--- src/rtl/serial_frame_receiver_if.sv ---
// rtl/serial_frame_receiver_if.sv - serial line in, parallel frame word and status out
//
// Signals:
//   rx_in        serial line, idle high, asynchronous to clk
//   E[4:0]       last good frame data, E[0] = first data bit received
//   P            last good frame parity bit, passed through unchecked
//   frame_valid  one-cycle pulse, E/P just updated
//   frame_error  one-cycle pulse, stop bit sampled low
//   busy         receiver is inside a frame (not idle)
// Modports:
//   master  the receiver: samples rx_in, drives the frame outputs
//   slave   the line driver / frame consumer: drives rx_in, reads the outputs
interface serial_frame_receiver_if;
    logic       rx_in;
    logic [4:0] E;
    logic       P;
    logic       frame_valid;
    logic       frame_error;
    logic       busy;

    modport master (
        input  rx_in,
        output E,
        output P,
        output frame_valid,
        output frame_error,
        output busy
    );

    modport slave (
        output rx_in,
        input  E,
        input  P,
        input  frame_valid,
        input  frame_error,
        input  busy
    );
endinterface

--- src/rtl/serial_frame_receiver.sv ---
// rtl/serial_frame_receiver.sv - 5-data-bit + parity asynchronous serial frame deserializer
//
// Parameters:
//   CLKS_PER_BIT  clock cycles per serial bit (4..1024)
// Ports:
//   clk    system clock, all state updates on the rising edge
//   rst_n  asynchronous active-low reset
//   bus    serial_frame_receiver_if.master (rx_in in; E, P, frame_valid,
//          frame_error, busy out)
//
// Frame on the line, LSB first: start(0), D0..D4, P, stop(1).
// E/P are only updated by a frame whose stop bit is high; parity is not
// evaluated here.
module serial_frame_receiver #(
    parameter int CLKS_PER_BIT = 16
) (
    input  logic                   clk,
    input  logic                   rst_n,
    serial_frame_receiver_if.master bus
);

    localparam int CW = (CLKS_PER_BIT > 1) ? $clog2(CLKS_PER_BIT) : 1;
    localparam int H  = CLKS_PER_BIT / 2;

    // Terminal counts: one full bit period, and half a bit for the start sample
    localparam logic [CW-1:0] CNT_BIT_END  = CW'(CLKS_PER_BIT - 1);
    localparam logic [CW-1:0] CNT_HALF_END = CW'(H - 1);
    localparam logic [2:0]    IDX_LAST_D   = 3'd4;

    typedef enum logic [2:0] {
        S_IDLE,
        S_START,
        S_DATA,
        S_PARITY,
        S_STOP,
        S_WAIT_HIGH
    } state_t;

    state_t        state_q;
    logic          sync1_q;
    logic          sync2_q;
    logic [CW-1:0] cnt_q;
    logic [2:0]    idx_q;
    logic [5:0]    shift_q;      // [4:0] data, [5] parity
    logic [4:0]    e_q;
    logic          p_q;
    logic          frame_valid_q;
    logic          frame_error_q;
    logic          busy_q;

    always_ff @(posedge clk or negedge rst_n) begin
        if (!rst_n) begin
            state_q       <= S_IDLE;
            // Synchronizer resets to the idle level so reset never looks like a start bit
            sync1_q       <= 1'b1;
            sync2_q       <= 1'b1;
            cnt_q         <= '0;
            idx_q         <= '0;
            shift_q       <= '0;
            e_q           <= '0;
            p_q           <= 1'b0;
            frame_valid_q <= 1'b0;
            frame_error_q <= 1'b0;
            busy_q        <= 1'b0;
        end else begin
            sync1_q       <= bus.rx_in;
            sync2_q       <= sync1_q;
            frame_valid_q <= 1'b0;
            frame_error_q <= 1'b0;

            case (state_q)
                S_IDLE: begin
                    if (!sync2_q) begin
                        state_q <= S_START;
                        cnt_q   <= '0;
                        busy_q  <= 1'b1;
                    end
                end

                // Wait half a bit, then confirm the line is still low so a
                // short glitch does not start a frame.
                S_START: begin
                    if (cnt_q == CNT_HALF_END) begin
                        cnt_q <= '0;
                        idx_q <= '0;
                        if (!sync2_q) begin
                            state_q <= S_DATA;
                        end else begin
                            state_q <= S_IDLE;
                            busy_q  <= 1'b0;
                        end
                    end else begin
                        cnt_q <= cnt_q + CW'(1);
                    end
                end

                // From here on every sample lands one full bit after the
                // previous one, i.e. near the middle of each bit.
                S_DATA: begin
                    if (cnt_q == CNT_BIT_END) begin
                        cnt_q          <= '0;
                        shift_q[idx_q] <= sync2_q;
                        idx_q          <= idx_q + 3'd1;
                        if (idx_q == IDX_LAST_D) begin
                            state_q <= S_PARITY;
                        end
                    end else begin
                        cnt_q <= cnt_q + CW'(1);
                    end
                end

                S_PARITY: begin
                    if (cnt_q == CNT_BIT_END) begin
                        cnt_q      <= '0;
                        shift_q[5] <= sync2_q;
                        idx_q      <= idx_q + 3'd1;
                        state_q    <= S_STOP;
                    end else begin
                        cnt_q <= cnt_q + CW'(1);
                    end
                end

                S_STOP: begin
                    if (cnt_q == CNT_BIT_END) begin
                        cnt_q <= '0;
                        if (sync2_q) begin
                            e_q           <= shift_q[4:0];
                            p_q           <= shift_q[5];
                            frame_valid_q <= 1'b1;
                            busy_q        <= 1'b0;
                            state_q       <= S_IDLE;
                        end else begin
                            // E/P keep the last good frame
                            frame_error_q <= 1'b1;
                            state_q       <= S_WAIT_HIGH;
                        end
                    end else begin
                        cnt_q <= cnt_q + CW'(1);
                    end
                end

                // A line held low (break) must not be read as a stream of
                // new start bits; wait for it to return to idle.
                S_WAIT_HIGH: begin
                    if (sync2_q) begin
                        state_q <= S_IDLE;
                        busy_q  <= 1'b0;
                    end
                end

                default: begin
                    state_q <= S_IDLE;
                    busy_q  <= 1'b0;
                end
            endcase
        end
    end

    assign bus.E           = e_q;
    assign bus.P           = p_q;
    assign bus.frame_valid = frame_valid_q;
    assign bus.frame_error = frame_error_q;
    assign bus.busy        = busy_q;

endmodule

--- src/flat_wrapper.sv ---
// flat-port wrapper written by rule: the top's interface ports become plain ports
module serial_frame_receiver_flat 
#(
    parameter int CLKS_PER_BIT = 16
)
  (clk, rst_n, bus_rx_in, bus_E, bus_P, bus_frame_valid, bus_frame_error, bus_busy);
  serial_frame_receiver_if bus_i ();
  input  logic clk;
  input  logic rst_n;
  input wire logic [$bits(bus_i.rx_in)-1:0] bus_rx_in;
  output wire logic [$bits(bus_i.E)-1:0] bus_E;
  output wire logic [$bits(bus_i.P)-1:0] bus_P;
  output wire logic [$bits(bus_i.frame_valid)-1:0] bus_frame_valid;
  output wire logic [$bits(bus_i.frame_error)-1:0] bus_frame_error;
  output wire logic [$bits(bus_i.busy)-1:0] bus_busy;
  assign bus_i.rx_in = bus_rx_in;
  assign bus_E = bus_i.E;
  assign bus_P = bus_i.P;
  assign bus_frame_valid = bus_i.frame_valid;
  assign bus_frame_error = bus_i.frame_error;
  assign bus_busy = bus_i.busy;
  serial_frame_receiver #(.CLKS_PER_BIT(CLKS_PER_BIT)) u_core (.clk(clk), .rst_n(rst_n), .bus(bus_i));
endmodule
--- config.mk ---
export PLATFORM = sky130hd
export DESIGN_NAME = serial_frame_receiver_flat
export DESIGN_NICKNAME = d
export VERILOG_FILES = /design/src/rtl/serial_frame_receiver_if.sv /design/src/rtl/serial_frame_receiver.sv /design/src/flat_wrapper.sv
export SDC_FILE = /design/constraint.sdc
export NUM_CORES = 1
export LEC_CHECK = 0
export ABC_AREA = 1
export CORE_ASPECT_RATIO = 1.5
export CORE_MARGIN = 2
export CORE_UTILIZATION = 40
export CTS_BUF_LIST = sky130_fd_sc_hd__clkbuf_8
export CTS_CLUSTER_DIAMETER = 80
export DETAILED_ROUTE_END_ITERATION = 7
export GPL_TIMING_DRIVEN = 0
export PLACE_DENSITY = 0.7
export SETUP_SLACK_MARGIN = 0.15
export SLEW_MARGIN = 20
export SYNTH_ARGS = -nofsm -noshare
export SYNTH_HDL_FRONTEND = slang
export SYNTH_SLANG_ARGS = --single-unit
--- constraint.sdc ---
create_clock -name clk -period 1.3 [get_ports clk]
set_input_delay 0.195 -clock clk [delete_from_list [all_inputs] [get_ports clk]]
set_output_delay 0.195 -clock clk [all_outputs]
set_load 0.01 [all_outputs]
==> results of run 1 <==
what timing repair did:
action	4_1_cts	5_1_grt
pin swaps	12	10
resized for setup	38	16
hold endpoints to repair	25	0
endpoints found under the setup margin	33	32
setup buffers	16	7
hold buffers	1	0
final timing paths:
check | end
max | u_core.shift_q[4]$_DFFE_PN0P_
min | u_core.sync1_q$_DFF_PN1_
max reg2reg | u_core.shift_q[4]$_DFFE_PN0P_
min reg2reg | u_core.sync2_q$_DFF_PN1_
max in group asynchronous | u_core.state_q[2]$_DFFE_PN0P_
min in group asynchronous | u_core.state_q[0]$_DFFE_PN0P_
cells in the mapped netlist, types with 3 or more instances:
master	instances	area share
inv_2	5	0.013
nand3_1	15	0.053
dfrtp_1	25	0.44
o21ai_1	7	0.025
nor2_4	4	0.032
ha_1	3	0.027
o21ai_0	6	0.021
inv_1	9	0.024
nand4_1	4	0.018
nor2_1	14	0.037
nor2_2	4	0.018
nand3_2	3	0.021
nand2_1	57	0.15
metal layers:
layer / routed length [um] / vias to the layer above / GRT usage
met2: 1684 / 34 / 0.2850
li1: - / 628 / -
met5: 0 / - / 0
met1: 1239 / 599 / 0.1977
met4: 85 / 0 / 0.08462
met3: 119 / 7 / 0.02724
report_power, final:
part	total, mW	internal (mW)	switching [mW]
Combinational	1.67	0.687	0.981
Sequential	1.12	0.966	0.151
Clock	0.495	0.218	0.276
layout make-up:
| class | instances | area, sq um | area share |
|---|---|---|---|
| Clock buffer | 3 | 41.29 | 0.02109 |
| Inverter | 16 | 77.57 | 0.03962 |
| Multi-Input combinational cell | 126 | 793.3 | 0.4051 |
| Sequential cell | 27 | 683.2 | 0.3489 |
| Timing Repair Buffer | 35 | 286.5 | 0.1463 |
| Clock inverter | 1 | 7.507 | 0.003834 |
| Buffer | 2 | 16.27 | 0.008307 |
| Tap cell | 42 | 52.55 | 0.02684 |
kinds of logic after synthesis:
group / count (synthesis)
adders and majority gates: 3
DFF: 27
buffers and inverters: 18
xor gates and xnor gates: 2
AOI/OAI and AO/OA: 15
and+or+nand+nor: 106
per-stage QoR:
step	utilization	area (sq um)	total power, mW
2_1_floorplan	-	1443	2.031
3_3_place_gp	0.4745	1605	2.268
3_5_place_dp	0.4730	1600	2.281
4_1_cts	0.5521	1868	3.126
5_1_grt	0.5788	1958	3.506
6_report	0.5788	1958	3.280
registers in the layout, indices dropped and copies added, names as in the netlist:
register,cells
u_core.bus.busy,1
u_core.state_q,3
u_core.shift_q,6
u_core.sync1_q,1
u_core.bus.P,1
u_core.bus.frame_valid,1
u_core.sync2_q,1
u_core.bus.E,5
u_core.cnt_q,4
u_core.bus.frame_error,1
u_core.idx_q,3
==> reports/metrics.yaml, run 1 <==
die:
  rows: 26
  fp.dieH_um: 76.75
  core_sq_um: 3383
  die_area_sq_um: 4029
  ios: 12
  start_util: 0.4172
  dieWidth_um: 52.50
route:
  drt_iter0_markers: 31
  wl_per_cell_um: 12.42
  vias_per_cell: 5.032
  ant_nets: 0
  route.detailed.drc: 0
  drt-total-wl_um: 3129
  firstDrtPassIters: 4
  via_count: 1268
global_routing:
  grt_max_degree: 28
  gr-total-overflow: 0
  grt_use_total: 0.1685
  grt_pass1_wl_um: 5133
  antenna_found_initial: 0
  grt_pass1_vias: 1182
timing:
  max_freq_ghz: 0.7606
  finalCriticalPeriod_ns: 1.315
  finalSetupTns_ns: -0.03393
  fin_crit_sh: 1.011
  hold_viol: 0
  timing.final.max_slew_violations: 0
  fin_skew_ns: 0.001725
  tightest_slew_ns: 0.5822
  rsz0062_at_grt: "true"
  setup_ws_ns: -0.01468
  slew-limit-headroom: 0.6119
  final-setup-viol-count: 3
  whs_ns: 0.3082
power_and_ir_drop:
  p_leak_nw: 0.9473
  power_density_nw_per_um2: 1675
  vdd_drop_max_v: 0.001430
critical_path:
  crit_path_start: "u_core.cnt_q[1]$_DFFE_PN0P_"
  crit_type: "reg2reg"
  reg2reg_slack_ns: -0.01
  regToRegStartpoint: "u_core.cnt_q[1]$_DFFE_PN0P_"
  start_kind: "flip-flop"
  rr_worst_depth: 6
  crit_family: "simple AND/OR/NAND/NOR gates"
  endpoint_kind: "flip-flop"
  slowest_stage: "dfrtp_1"
  arrival_ns: 1.49
  critPathMaxStageDelay_ns: 0.40
  cp.depth: 6
  worstPathRequired_ns: 1.47
  crit_buf_inv: 0
  crit_chain: "ha_4 -> nand3_4 -> nor2_4 -> nand4_1 -> nand2_1 -> o21ai_1"
  crit_fanout: 6
final_layout:
  layout.cells.non_filler: 252
  finalNetCount: 217
  drive_above_1_share: 0.3952
  num-fill-cells: 298
  layout_commonest_cell: "nand2_1"
  layout-area-overhead-vs-synth_pct: 38.74
  layout_common_cells: "46 x nand2_1, 23 x buf_4, 21 x dfrtp_1"
  diodes: 0
flow_run:
  max-cap-violations: 0
synthesis:
  synth-seq-area-share: 0.4805
  async_flop_share: 1.000
  synth_top_family_by_area: "simple AND/OR/NAND/NOR gates"
  synth_fa_ha_area_frac: 0.02660
  yosys-mux-area-fraction: 0
  synth_edf_count: 0
  syn-cell-area_sq_um: 1411
  synthSimpleGateAreaFrac: 0.3688
  synth_xor_xnor_area_share: 0.01241
  syn_nets: 177
  yosysWarningCount: 0
  synth-compound-area-share: 0.05585
  synth_ff_type: "dfrtp_1"
  synth_cell_type_count: 24
  syn_inst: 171
  syn_area_per_cell_sq_um: 8.254
  ys_ff_latch: 27
placed_design:
  place_ws_ns: -0.08728
  portBuffers: 11
  dp_hpwl_um: 1865
  post-place-cells: 224
  gp_congestion: 0.9020
clocking:
  cts_sinks: 27
  path_clk_slew_ns: 0.09
  numCtsBuffers: 3
  insertion_delay_ns: 0.28
  cts_buffer_depth: 2
  cts_tree: "yes"
  cts_max_level: 1
  root_buffer: "clkbuf_8"
hold_path:
  hold_start: "bus_rx_in"
  hold_class: "in2reg"
  hold_path_depth: 1
outcome:
  failed_checks: "negative setup slack"
  status: "complete, but fails checks"
Power figures use the tool's default switching activity.
==> run 2, diff against run 1 <==
REMOVE_ABC_BUFFERS = 1   (was default)
SKIP_CTS_REPAIR_TIMING = 1   (was default)
==> run 2 against run 1 <==
The flow still finishes with violations (negative setup slack). Worst hold slack better by 0.012 ns. Combinational power shrank 4%. Power shrank 1.3%. Clock skew grew 0.00080 ns. Via count decreased by 2.4%. Global-route usage decreased by 2.4 points. Sequential share of layout area hardly changed. Worst setup slack lost 0.040 ns. Die area unchanged. Critical path type unchanged.
==> reports/metrics.yaml, run 2 (synthesis results as in run 1) <==
outcome:
  status: "complete, but fails checks"
  failed_checks: "negative setup slack"
timing:
  finalSetupTns_ns: -0.3669
  fin_crit_sh: 1.042
  hold_viol: 0
  rsz0062_at_grt: "true"
  final-setup-viol-count: 14
  max_freq_ghz: 0.7383
  slew-limit-headroom: 0.6170
  setup_ws_ns: -0.05455
  timing.final.max_slew_violations: 0
  tightest_slew_ns: 0.5745
  whs_ns: 0.3197
  finalCriticalPeriod_ns: 1.355
  fin_skew_ns: 0.002522
die:
  die_area_sq_um: 4029
  fp.dieH_um: 76.75
  core_sq_um: 3383
  ios: 12
  dieWidth_um: 52.50
  start_util: 0.4172
  rows: 26
final_layout:
  layout_commonest_cell: "nand2_1"
  largest_register_ffs: 6
  layout-area-overhead-vs-synth_pct: 39.36
  finalNetCount: 211
  diodes: 0
  drive_above_1_share: 0.4069
  largest-register: "u_core.shift_q"
  num-fill-cells: 289
  layout.cells.non_filler: 246
  layout_common_cells: "45 x nand2_1, 19 x dfrtp_1, 15 x buf_4"
critical_path:
  critPathMaxStageDelay_ns: 0.50
  crit_chain: "nor2_4 -> nand2_4 -> a21oi_4 -> nor2_4 -> nand3_1 -> nand2_1"
  rr_endpoint: "u_core.state_q[1]$_DFFE_PN0P_"
  arrival_ns: 1.52
  endpoint_kind: "flip-flop"
  worstPathRequired_ns: 1.47
  slowest_stage: "dfrtp_2"
  reg2reg_slack_ns: -0.05
  crit_path_frequent_cell: "nor2_4"
  crit_family: "simple AND/OR/NAND/NOR gates"
  crit_buf_inv: 0
  crit_fanout: 7
  rr_worst_depth: 6
  start_kind: "flip-flop"
  regToRegStartpoint: "u_core.state_q[0]$_DFFE_PN0P_"
  crit_type: "reg2reg"
route:
  route.detailed.drc: 0
  firstDrtPassIters: 4
  wl_per_cell_um: 12.70
  drt-total-wl_um: 3125
  vias_per_cell: 5.033
  drt_iter0_markers: 47
  ant_nets: 0
  via_count: 1238
clocking:
  numCtsBuffers: 3
  cts_buffer_depth: 2
  cts_max_level: 1
  cts_sinks: 27
  root_buffer: "clkbuf_8"
  insertion_delay_ns: 0.27
  path_clk_slew_ns: 0.09
  cts_tree: "yes"
power_and_ir_drop:
  vdd_drop_max_v: 0.001152
  power_density_nw_per_um2: 1646
  p_leak_nw: 1.082
  power.total_mw: 3.238
global_routing:
  gr-total-overflow: 0
  grt_pass1_wl_um: 4533
  grt_use_total: 0.1449
  grt_max_degree: 28
  antenna_found_initial: 0
  grt_pass1_vias: 1057
hold_path:
  hold_start: "bus_rx_in"
  hold_class: "in2reg"
  hold_path_depth: 1
  holdPathEnd: "u_core.sync1_q$_DFF_PN1_"
placed_design:
  gp_congestion: 0.8875
  dp_hpwl_um: 1922
  post-place-cells: 222
  portBuffers: 11
flow_run:
  max-cap-violations: 0
==> run 2: changes by cell type in the layout (fill, tap and decap cells not counted), moves of 2 or more <==
cell,before,now
dfrtp_1,21,19
clkinv_4,2,0
buf_6,1,4
inv_4,1,3
clkdlybuf4s15_1,8,0
dfrtp_2,4,6
dlymetal6s2s_1,0,9
buf_4,23,15
==> run 2: worst max-delay path by stage <==
stage / start / end / slack, ns / depth (start not counted)
after floorplan: u_core.cnt_q[0]$_DFFE_PN0P_ / u_core.state_q[0]$_DFFE_PN0P_ / -0.05 / 7
after global placement: rst_n / u_core.bus.E[0]$_DFFE_PN0P_ / -0.36 / 1
after detailed placement: u_core.cnt_q[0]$_DFFE_PN0P_ / u_core.state_q[2]$_DFFE_PN0P_ / -0.22 / 7
after CTS: u_core.cnt_q[0]$_DFFE_PN0P_ / u_core.state_q[2]$_DFFE_PN0P_ / -0.23 / 7
after global routing: u_core.state_q[0]$_DFFE_PN0P_ / u_core.state_q[0]$_DFFE_PN0P_ / -0.14 / 6
final: u_core.state_q[0]$_DFFE_PN0P_ / u_core.state_q[1]$_DFFE_PN0P_ / -0.05 / 6
==> run 2: report_power, final <==
| group | total, mW | switching, mW | internal (mW) |
|---|---|---|---|
| clock | 0.469 | 0.254 | 0.215 |
| sequential | 1.17 | 0.202 | 0.972 |
| combinational | 1.60 | 0.927 | 0.668 |
==> run 2: metrics by stage <==
step                  util  worst slack (ns)  area, sq um
finish              0.5814          -0.05455         1967
global route        0.5814           -0.1353         1967
CTS                 0.4726           -0.2303         1599
detailed placement  0.4590           -0.2167         1553
global placement    0.4604           -0.3578         1558
floorplan                -          -0.05105         1395
==> run 2: final cells by class <==
cell class	instances	area, sq um	share of cell area
clock buffer	3	41.29	0.02099
clock inverter	1	5.005	0.002545
inverter	16	72.57	0.03690
multi-input combinational	126	814.5	0.4141
sequential	27	685.7	0.3486
tap	42	52.55	0.02672
timing repair buffer	31	295.3	0.1501
==> run 2: per-layer routing <==
metal  track usage  vias to the layer above  part of all wire
met3       0.01751                       17             0.029
met1        0.1669                      573              0.38
met4       0.05385                        0             0.036
met5             0                        -                 0
met2        0.2613                       28              0.55
li1              -                      620                 -
